## src/rtl/comparator_seq_if.sv

```systemverilog
// Request/response bundle for the iterative magnitude comparator.
// The slave modport is the comparator side; master is the requester/consumer side.
interface comparator_seq_if #(
  parameter int unsigned WIDTH = 32,
  parameter int unsigned CHUNK = 4
);
  localparam int unsigned CNT_W = $clog2(WIDTH / CHUNK + 1);

  logic             in_valid;
  logic             in_ready;
  logic [WIDTH-1:0] in_a;
  logic [WIDTH-1:0] in_b;
  logic             in_signed;
  logic             out_valid;
  logic             out_ready;
  logic             out_gt;
  logic             out_lt;
  logic             out_eq;
  logic [CNT_W-1:0] out_chunks;

  modport master (
    output in_valid, in_a, in_b, in_signed, out_ready,
    input  in_ready, out_valid, out_gt, out_lt, out_eq, out_chunks
  );

  modport slave (
    input  in_valid, in_a, in_b, in_signed, out_ready,
    output in_ready, out_valid, out_gt, out_lt, out_eq, out_chunks
  );
endinterface

```

## src/rtl/comparator_seq.sv

```systemverilog
// Iterative gt/lt/eq comparator: scans CHUNK bits per cycle from the MSB and
// stops at the first unequal chunk. Signed mode biases the sign bit, then compares unsigned.
module comparator_seq #(
  parameter int unsigned WIDTH = 32,
  parameter int unsigned CHUNK = 4
) (
  input logic              clk,
  input logic              reset,
  comparator_seq_if.slave  bus
);
  localparam int unsigned N     = WIDTH / CHUNK;
  localparam int unsigned IDX_W = (N > 1) ? $clog2(N) : 1;
  localparam int unsigned CNT_W = $clog2(N + 1);
  localparam logic [WIDTH-1:0] SIGN_MASK = WIDTH'(1) << (WIDTH - 1);

  generate
    if (CHUNK < 1) begin : g_bad_chunk
      $error("comparator_seq: CHUNK must be at least 1");
    end else if ((WIDTH % CHUNK) != 0) begin : g_bad_width
      $error("comparator_seq: WIDTH must be a multiple of CHUNK");
    end
  endgenerate

  typedef enum logic [1:0] {IDLE, CMP, DONE} state_e;

  state_e           state_q, state_d;
  logic [WIDTH-1:0] a_q, a_d;
  logic [WIDTH-1:0] b_q, b_d;
  logic [IDX_W-1:0] idx_q, idx_d;
  logic [CNT_W-1:0] cnt_q, cnt_d;
  logic [CNT_W-1:0] chunks_q, chunks_d;
  logic             in_ready_q, in_ready_d;
  logic             out_valid_q, out_valid_d;
  logic             gt_q, gt_d;
  logic             lt_q, lt_d;
  logic             eq_q, eq_d;
  logic [CHUNK-1:0] a_top, b_top;

  // Operands shift left each cycle so the chunk under test is always on top.
  assign a_top = a_q[WIDTH-1 -: CHUNK];
  assign b_top = b_q[WIDTH-1 -: CHUNK];

  always_comb begin
    state_d     = state_q;
    a_d         = a_q;
    b_d         = b_q;
    idx_d       = idx_q;
    cnt_d       = cnt_q;
    chunks_d    = chunks_q;
    in_ready_d  = in_ready_q;
    out_valid_d = out_valid_q;
    gt_d        = gt_q;
    lt_d        = lt_q;
    eq_d        = eq_q;
    case (state_q)
      IDLE: begin
        if (bus.in_valid) begin
          a_d        = bus.in_a ^ (bus.in_signed ? SIGN_MASK : '0);
          b_d        = bus.in_b ^ (bus.in_signed ? SIGN_MASK : '0);
          idx_d      = IDX_W'(N - 1);
          cnt_d      = '0;
          in_ready_d = 1'b0;
          state_d    = CMP;
        end
      end
      CMP: begin
        cnt_d = cnt_q + CNT_W'(1);
        if (a_top != b_top) begin
          gt_d        = (a_top > b_top);
          lt_d        = (a_top < b_top);
          eq_d        = 1'b0;
          chunks_d    = cnt_q + CNT_W'(1);
          out_valid_d = 1'b1;
          state_d     = DONE;
        end else if (idx_q == '0) begin
          gt_d        = 1'b0;
          lt_d        = 1'b0;
          eq_d        = 1'b1;
          chunks_d    = cnt_q + CNT_W'(1);
          out_valid_d = 1'b1;
          state_d     = DONE;
        end else begin
          idx_d = idx_q - IDX_W'(1);
          a_d   = a_q << CHUNK;
          b_d   = b_q << CHUNK;
        end
      end
      DONE: begin
        if (bus.out_ready) begin
          out_valid_d = 1'b0;
          in_ready_d  = 1'b1;
          state_d     = IDLE;
        end
      end
      default: begin
        out_valid_d = 1'b0;
        in_ready_d  = 1'b1;
        state_d     = IDLE;
      end
    endcase
  end

  always_ff @(posedge clk) begin
    if (reset) begin
      state_q     <= IDLE;
      a_q         <= '0;
      b_q         <= '0;
      idx_q       <= '0;
      cnt_q       <= '0;
      chunks_q    <= '0;
      in_ready_q  <= 1'b1;
      out_valid_q <= 1'b0;
      gt_q        <= 1'b0;
      lt_q        <= 1'b0;
      eq_q        <= 1'b0;
    end else begin
      state_q     <= state_d;
      a_q         <= a_d;
      b_q         <= b_d;
      idx_q       <= idx_d;
      cnt_q       <= cnt_d;
      chunks_q    <= chunks_d;
      in_ready_q  <= in_ready_d;
      out_valid_q <= out_valid_d;
      gt_q        <= gt_d;
      lt_q        <= lt_d;
      eq_q        <= eq_d;
    end
  end

  assign bus.in_ready   = in_ready_q;
  assign bus.out_valid  = out_valid_q;
  assign bus.out_gt     = gt_q;
  assign bus.out_lt     = lt_q;
  assign bus.out_eq     = eq_q;
  assign bus.out_chunks = chunks_q;
endmodule

```

## src/flat_wrapper.sv

```systemverilog
// flat-port wrapper written by rule: the top's interface ports become plain ports
module comparator_seq_flat 
#(
  parameter int unsigned WIDTH = 32,
  parameter int unsigned CHUNK = 4
)
  (clk, reset, bus_in_valid, bus_in_a, bus_in_b, bus_in_signed, bus_out_ready, bus_in_ready, bus_out_valid, bus_out_gt, bus_out_lt, bus_out_eq, bus_out_chunks);
  comparator_seq_if #(.WIDTH(WIDTH), .CHUNK(CHUNK)) bus_i ();
  input logic clk;
  input logic reset;
  input wire logic [$bits(bus_i.in_valid)-1:0] bus_in_valid;
  input wire logic [$bits(bus_i.in_a)-1:0] bus_in_a;
  input wire logic [$bits(bus_i.in_b)-1:0] bus_in_b;
  input wire logic [$bits(bus_i.in_signed)-1:0] bus_in_signed;
  input wire logic [$bits(bus_i.out_ready)-1:0] bus_out_ready;
  output wire logic [$bits(bus_i.in_ready)-1:0] bus_in_ready;
  output wire logic [$bits(bus_i.out_valid)-1:0] bus_out_valid;
  output wire logic [$bits(bus_i.out_gt)-1:0] bus_out_gt;
  output wire logic [$bits(bus_i.out_lt)-1:0] bus_out_lt;
  output wire logic [$bits(bus_i.out_eq)-1:0] bus_out_eq;
  output wire logic [$bits(bus_i.out_chunks)-1:0] bus_out_chunks;
  assign bus_i.in_valid = bus_in_valid;
  assign bus_i.in_a = bus_in_a;
  assign bus_i.in_b = bus_in_b;
  assign bus_i.in_signed = bus_in_signed;
  assign bus_i.out_ready = bus_out_ready;
  assign bus_in_ready = bus_i.in_ready;
  assign bus_out_valid = bus_i.out_valid;
  assign bus_out_gt = bus_i.out_gt;
  assign bus_out_lt = bus_i.out_lt;
  assign bus_out_eq = bus_i.out_eq;
  assign bus_out_chunks = bus_i.out_chunks;
  comparator_seq #(.WIDTH(WIDTH), .CHUNK(CHUNK)) u_core (.clk(clk), .reset(reset), .bus(bus_i));
endmodule
```

## config.mk

```make
export PLATFORM = sky130hd
export DESIGN_NAME = comparator_seq_flat
export DESIGN_NICKNAME = d
export VERILOG_FILES = /design/src/rtl/comparator_seq_if.sv /design/src/rtl/comparator_seq.sv /design/src/flat_wrapper.sv
export SDC_FILE = /design/constraint.sdc
export NUM_CORES = 1
export LEC_CHECK = 0
export CORE_ASPECT_RATIO = 1.5
export CORE_MARGIN = 2
export CORE_UTILIZATION = 51
export CTS_CLUSTER_SIZE = 28
export DETAILED_ROUTE_END_ITERATION = 8
export PLACE_DENSITY = 0.8
export SLEW_MARGIN = 20
export SYNTH_ARGS = -nofsm -noshare
export SYNTH_HDL_FRONTEND = slang
export SYNTH_SLANG_ARGS = --single-unit
```

## constraint.sdc

```tcl
create_clock -name clk -period 2.5 [get_ports clk]
set_input_delay 0.625 -clock clk [delete_from_list [all_inputs] [get_ports clk]]
set_output_delay 0.625 -clock clk [all_outputs]
set_load 0.02 [all_outputs]
```

### Yosys cells after proc, flatten, opt, wreduce, memory -nomap -nowiden

Cells that the tools add are included.

| storage, ports and cells | value |
|---|---|
| input bits | 69 |
| bits in registers | 82 |
| output and inout bits | 9 |

| cells by class | value |
|---|---|
| equality and inequality tests | 8 |
| bitwise operators | 4 |
| muxes and demuxes | 33 |
| $lt $le $gt $ge | 2 |
| reductions and logical operators | 10 |
| add/sub/neg operators | 2 |

Operator list:

| cell | number |
|---|---|
| 2-to-1 mux 32 bit | 7 |
| case mux 32 bit (2 select lines) | 2 |
| XOR 32 bit | 2 |
| 2-to-1 mux 4 bit | 3 |
| 2-to-1 mux 1 bit | 9 |
| 2-to-1 mux 3 bit | 3 |
| AND reduction 3 bit | 3 |
| 2-to-1 mux 2 bit | 4 |
| inequality test 2 bit, second input constant | 4 |
| case mux 4 bit (2 select lines) | 1 |
| case mux 1 bit (3 select lines) | 2 |
| case mux 2 bit (3 select lines) | 1 |
| case mux 3 bit (2 select lines) | 1 |
| adder 4 x 1 -> 4 bit, second input constant | 1 |
| greater-than comparator 4 bit | 1 |
| less-than comparator 4 bit | 1 |
| inequality test 4 bit | 1 |
| AND reduction 2 bit | 2 |
| AND reduction 4 bit | 1 |
| nonzero test 2 bit | 2 |
| logical NOT 3 bit | 1 |
| inequality test 3 x 1 -> 1 bit, second input constant | 1 |
| subtractor 3 x 1 -> 3 bit, second input constant | 1 |
| equality test 2 x 1 -> 1 bit, second input constant | 1 |
| other kinds (3) | 4 |

### Longest topological paths before layout

| depth | value |
|---|---|
| depth in word-level cells | 4 |
| mapped depth | 8 |
| mapped depth without buffers | 6 |

### Worst setup path after synthesis

No wires, ideal clock.

| timing | value |
|---|---|
| path kind | register to register |
| start point | register u_core.b_q[31] |
| end point | register u_core.a_q[10] |
| setup slack | 0.687 ns |
| data required time | 2.412 ns |
| cell stages (with the launch flop) | 9 |
| arrival time | 1.724 ns |
| cell sequence | dfxtp_1 inv_1 ha_1 nand4_2 a211oi_2 buf_4 buf_6 nor2_1 a311oi_2 |

| between the ends | value |
|---|---|
| word-level cells in the longest chain between the ends | 3 |

Ends and longest elaborated chain:

| element | line | source |
|---|---|---|
| from (decl) | comparator_seq.sv:28 | `logic [WIDTH-1:0] b_q, b_d;` |
| from (signal assigned) | comparator_seq.sv:107 | `b_q <= '0;` |
| from (signal assigned) | comparator_seq.sv:119 | `b_q <= b_d;` |
| inequality test 4 bit | comparator_seq.sv:68 | `if (a_top != b_top) begin` |
| inequality test 2 bit (no source line) | n/a |  |
| AND reduction 4 bit (no source line) | n/a |  |
| to (signal assigned) | comparator_seq.sv:106 | `a_q <= '0;` |
| to (signal assigned) | comparator_seq.sv:118 | `a_q <= a_d;` |
| to (decl) | comparator_seq.sv:27 | `logic [WIDTH-1:0] a_q, a_d;` |

No other way between the ends.
A chain may end at the register's enable or synchronous reset.

### Final worst setup path

| timing | value |
|---|---|
| start point | register u_core.b_q[31] |
| end point | register u_core.b_q[12] |

| between the ends | value |
|---|---|
| word-level cells in the longest chain between the ends | 3 |

Ends and longest elaborated chain:

| element | line |
|---|---|
| inequality test 4 bit | comparator_seq.sv:68 |
| inequality test 2 bit (no source line) | n/a |
| AND reduction 4 bit (no source line) | n/a |

No other way between the ends.

==> flow_metrics.env <==
export IMPL_yosys_cell_count_top_type="nand2_1"
export IMPL_pre_cts_ws_ns=0.1031
export IMPL_drtPass1Iterations=4
export IMPL_muxShareOfSynthArea=0.01059
export IMPL_crit_fanout=46
export IMPL_cp_slowest_cell="a211oi_4"
export IMPL_p_int_uw=3122
export IMPL_seqPwrFrac=0.391
export IMPL_clkPwrFrac=0.183
export IMPL_synthSimpleGateAreaFrac=0.2319
export IMPL_start_util=0.5234
export IMPL_grtUsageTotal=0.2314
export IMPL_synth_seq_area_share=0.4340
export IMPL_cp_depth=7
export IMPL_synth_ff_type="dfxtp_1"
export IMPL_gr_total_overflow=0
export IMPL_drtIter0Drc=241
export IMPL_cts_buffers=9
export IMPL_fin_nets=588
export IMPL_ios=78
export IMPL_dp_hpwl_um=6311
export IMPL_synth_top_area_cell="dfxtp_1"
export IMPL_routed_wl_um=8811
export IMPL_via_per_inst=5.483
export IMPL_cts_buffer_depth=2
export IMPL_n_antenna_cell=0
export IMPL_grt_pass1_vias=3205
export IMPL_post_route_drc_count=0
export IMPL_synth_area_per_cell_um2=8.368
export IMPL_slew_headroom=0.5161
export IMPL_fmax_ghz=0.4413
export IMPL_status="finished, final reports clean"
export IMPL_yosys_warnings=0
export IMPL_maxSlewViolCount=0
export IMPL_cp_num_buf_inv=2
export IMPL_tightestPinTransition_ns=0.7258
export IMPL_synth_edf_count=0
export IMPL_wire_per_inst_um=14.28
export IMPL_die_area_mm2=0.008136
export IMPL_synth_compound_area_share=0.2309
export IMPL_fin_skew_ns=0.01036
export IMPL_hp_class="reg2reg"
export IMPL_grt_pass1_wl_um=14370
export IMPL_setup_ws_ns=0.2340
export IMPL_ys_seq_elements=82
export IMPL_post_route_min_period_ns=2.266
export IMPL_critPathKind="reg2reg"
export IMPL_end_kind="flip-flop"
export IMPL_slowest_delay_ns=0.53
export IMPL_clk_pin_slew_ns=0.09
export IMPL_cts_resized=0
export IMPL_path_cells="inv_1 -> ha_1 -> nand4_2 -> a211oi_4 -> buf_12 -> nor2_1 -> a311oi_1"
export IMPL_powerDensity_mw_per_mm2=1064
export IMPL_setup_viol=0
export IMPL_required_ns=2.76
export IMPL_dr_total_vias=3383
export IMPL_synth_top_cell_area_share=0.4340
export IMPL_core_area_mm2=0.007227
export IMPL_whs_ns=0.4525
export IMPL_syn_nets=528
export IMPL_worstPathArrival_ns=2.52
export IMPL_syn_area_mm2=0.003782
export IMPL_antenna_found_initial=0
export IMPL_reg2reg_depth=7
export IMPL_cts_setup_buffers=0
export IMPL_ctsHoldBuffers=0
export IMPL_die_h_um=109.5
export IMPL_hold_viol_final=0
export IMPL_drive_gt1_frac=0.1161
export IMPL_p_leak_uw=0.001813
export IMPL_peakVddDrop_v=0.0006455
export IMPL_cts_root_buffer="clkbuf_8"
export IMPL_synth_top_family_by_area="simple AND/OR/NAND/NOR gates"
export IMPL_synth_async_reset_ratio=0
export IMPL_synth_cells=452
export IMPL_crit_family="compound AO/OA/AOI/OAI gates"
export IMPL_rsz0062_at_grt="false"
export IMPL_ys_top_cells_by_count="124 x nand2_1, 82 x dfxtp_1, 64 x nor2_1, 31 x a311oi_1, 25 x a311oi_2"
export IMPL_synthTopCellsByArea="dfxtp_1 43%, nand2_1 12%, a311oi_2 9.9%"
export IMPL_grt_max_degree=47
export IMPL_synth_xor_area_share=0.009262
export IMPL_whs_path_depth=2
export IMPL_setup_tns_ns=0
export IMPL_clock_sinks=82
export IMPL_numPortBuffers=77
export IMPL_sw_frac_of_total=0.3921
export IMPL_synth_fa_ha_area_frac=0.02316
export IMPL_synth_distinct_cells=38
export IMPL_period_share=0.9064
export IMPL_clk_latency_ns=0.36
export IMPL_rows=38
export IMPL_die_width_um=74.32
export IMPL_ant_nets=0
export IMPL_gp_congestion=0.8059
export IMPL_ctsHtreeMaxLevel=3
export IMPL_start_kind="flip-flop"
export IMPL_areaGrowthSynthToFinish_pct=27.62
export IMPL_maxCapViolCount=0
export IMPL_pwr_share_comb=0.425
export IMPL_p_sw_uw=2014
export IMPL_cts_tree="yes"
-- routing by layer --
layer	part of all wire	track usage	wire length (µm)	vias up
met4	0.034	0.1173	298	0
met5	0	0	0	-
met2	0.54	0.4056	4721	93
li1	-	-	-	1689
met3	0.042	0.04033	373	20
met1	0.39	0.2648	3418	1581
-- path summary, 6_finish.rpt --
check / from / endpoint / slack (ns)
setup / recovery: u_core.b_q[31] / u_core.b_q[12] / 0.23
hold / removal: u_core.bus.out_chunks[0] / u_core.bus.out_chunks[0] / 0.45
setup reg to reg: u_core.b_q[31] / u_core.b_q[12] / 0.23
hold reg to reg: u_core.bus.out_chunks[0] / u_core.bus.out_chunks[0] / 0.45
-- through the flow --
step | utilization | cells | power, µW | area (µm²)
floorplan | - | 452 | 3635 | 3782
global placement | 0.6409 | 601 | 4112 | 4632
detailed placement | 0.6409 | 601 | 4216 | 4632
CTS | 0.6679 | 617 | 5162 | 4827
global route | 0.6679 | 617 | 5499 | 4827
finish | 0.6679 | 617 | 5136 | 4827
-- layout make-up --
type / count / area, µm²
clock buffers: 10 / 127.6
multi-input cells: 323 / 1924
clock inverters: 6 / 67.56
inverters: 8 / 30.03
flip-flops and latches: 82 / 1642
repair buffers: 88 / 910.9
fillers: 604 / 2400
well taps: 100 / 125.1
-- registers in the layout, indices dropped and copies added, names as in the netlist --
| signal | flops |
|---|---|
| u_core.bus.out_eq | 1 |
| u_core.bus.out_lt | 1 |
| u_core.bus.out_gt | 1 |
| u_core.b_q | 32 |
| u_core.idx_q | 3 |
| u_core.a_q | 32 |
| u_core.bus.out_chunks | 4 |
| u_core.cnt_q | 4 |
| u_core.bus.out_valid | 1 |
| u_core.state_q | 2 |
| u_core.bus.in_ready | 1 |
-- cells by family after synthesis --
logic type,count (synthesis)
DFF,82
and+or+nand+nor,215
xor gates and xnor gates,4
AOI/OAI and AO/OA,93
adders and majority gates,7
muxes,4
buffers and inverters,47
-- power groups by stage --
| stage | Clock, µW | Sequential (µW) | Combinational (µW) |
|---|---|---|---|
| finish | 942 | 2010 | 2180 |
| global route | 1020 | 2060 | 2420 |
| CTS | 961 | 2010 | 2190 |
| detailed placement | 0 | 2030 | 2180 |
| global placement | 0 | 2020 | 2090 |
| floorplan | 0 | 1990 | 1650 |
-- placed cells by master (no fill, tap or decap), types with 2 or more instances in the layout --
| cell type | netlist | final |
|---|---|---|
| xnor2_1 | 3 | 3 |
| clkbuf_8 | 0 | 9 |
| ha_1 | 7 | 7 |
| mux2i_1 | 4 | 4 |
| a21oi_1 | 22 | 22 |
| nor2_1 | 64 | 64 |
| o21ai_0 | 4 | 4 |
| a311oi_1 | 31 | 31 |
| nand2_1 | 124 | 124 |
| a22oi_1 | 2 | 2 |
| nand3_1 | 12 | 12 |
| dfxtp_1 | 82 | 82 |
| nor2b_1 | 2 | 2 |
| buf_4 | 4 | 6 |
| clkinvlp_4 | 0 | 5 |
| buf_12 | 0 | 5 |
| o211ai_1 | 3 | 3 |
| clkdlybuf4s50_1 | 0 | 76 |
| nor3b_1 | 2 | 2 |
| inv_1 | 8 | 8 |
| a311oi_2 | 25 | 25 |
| or2_2 | 2 | 2 |
-- worst min-delay path: stages (launching register included) --
cell     delay, ns
dfxtp_1       0.32
nand2_1       0.05
a21oi_1       0.05
Note: power is estimated with default switching activity, not from simulation.
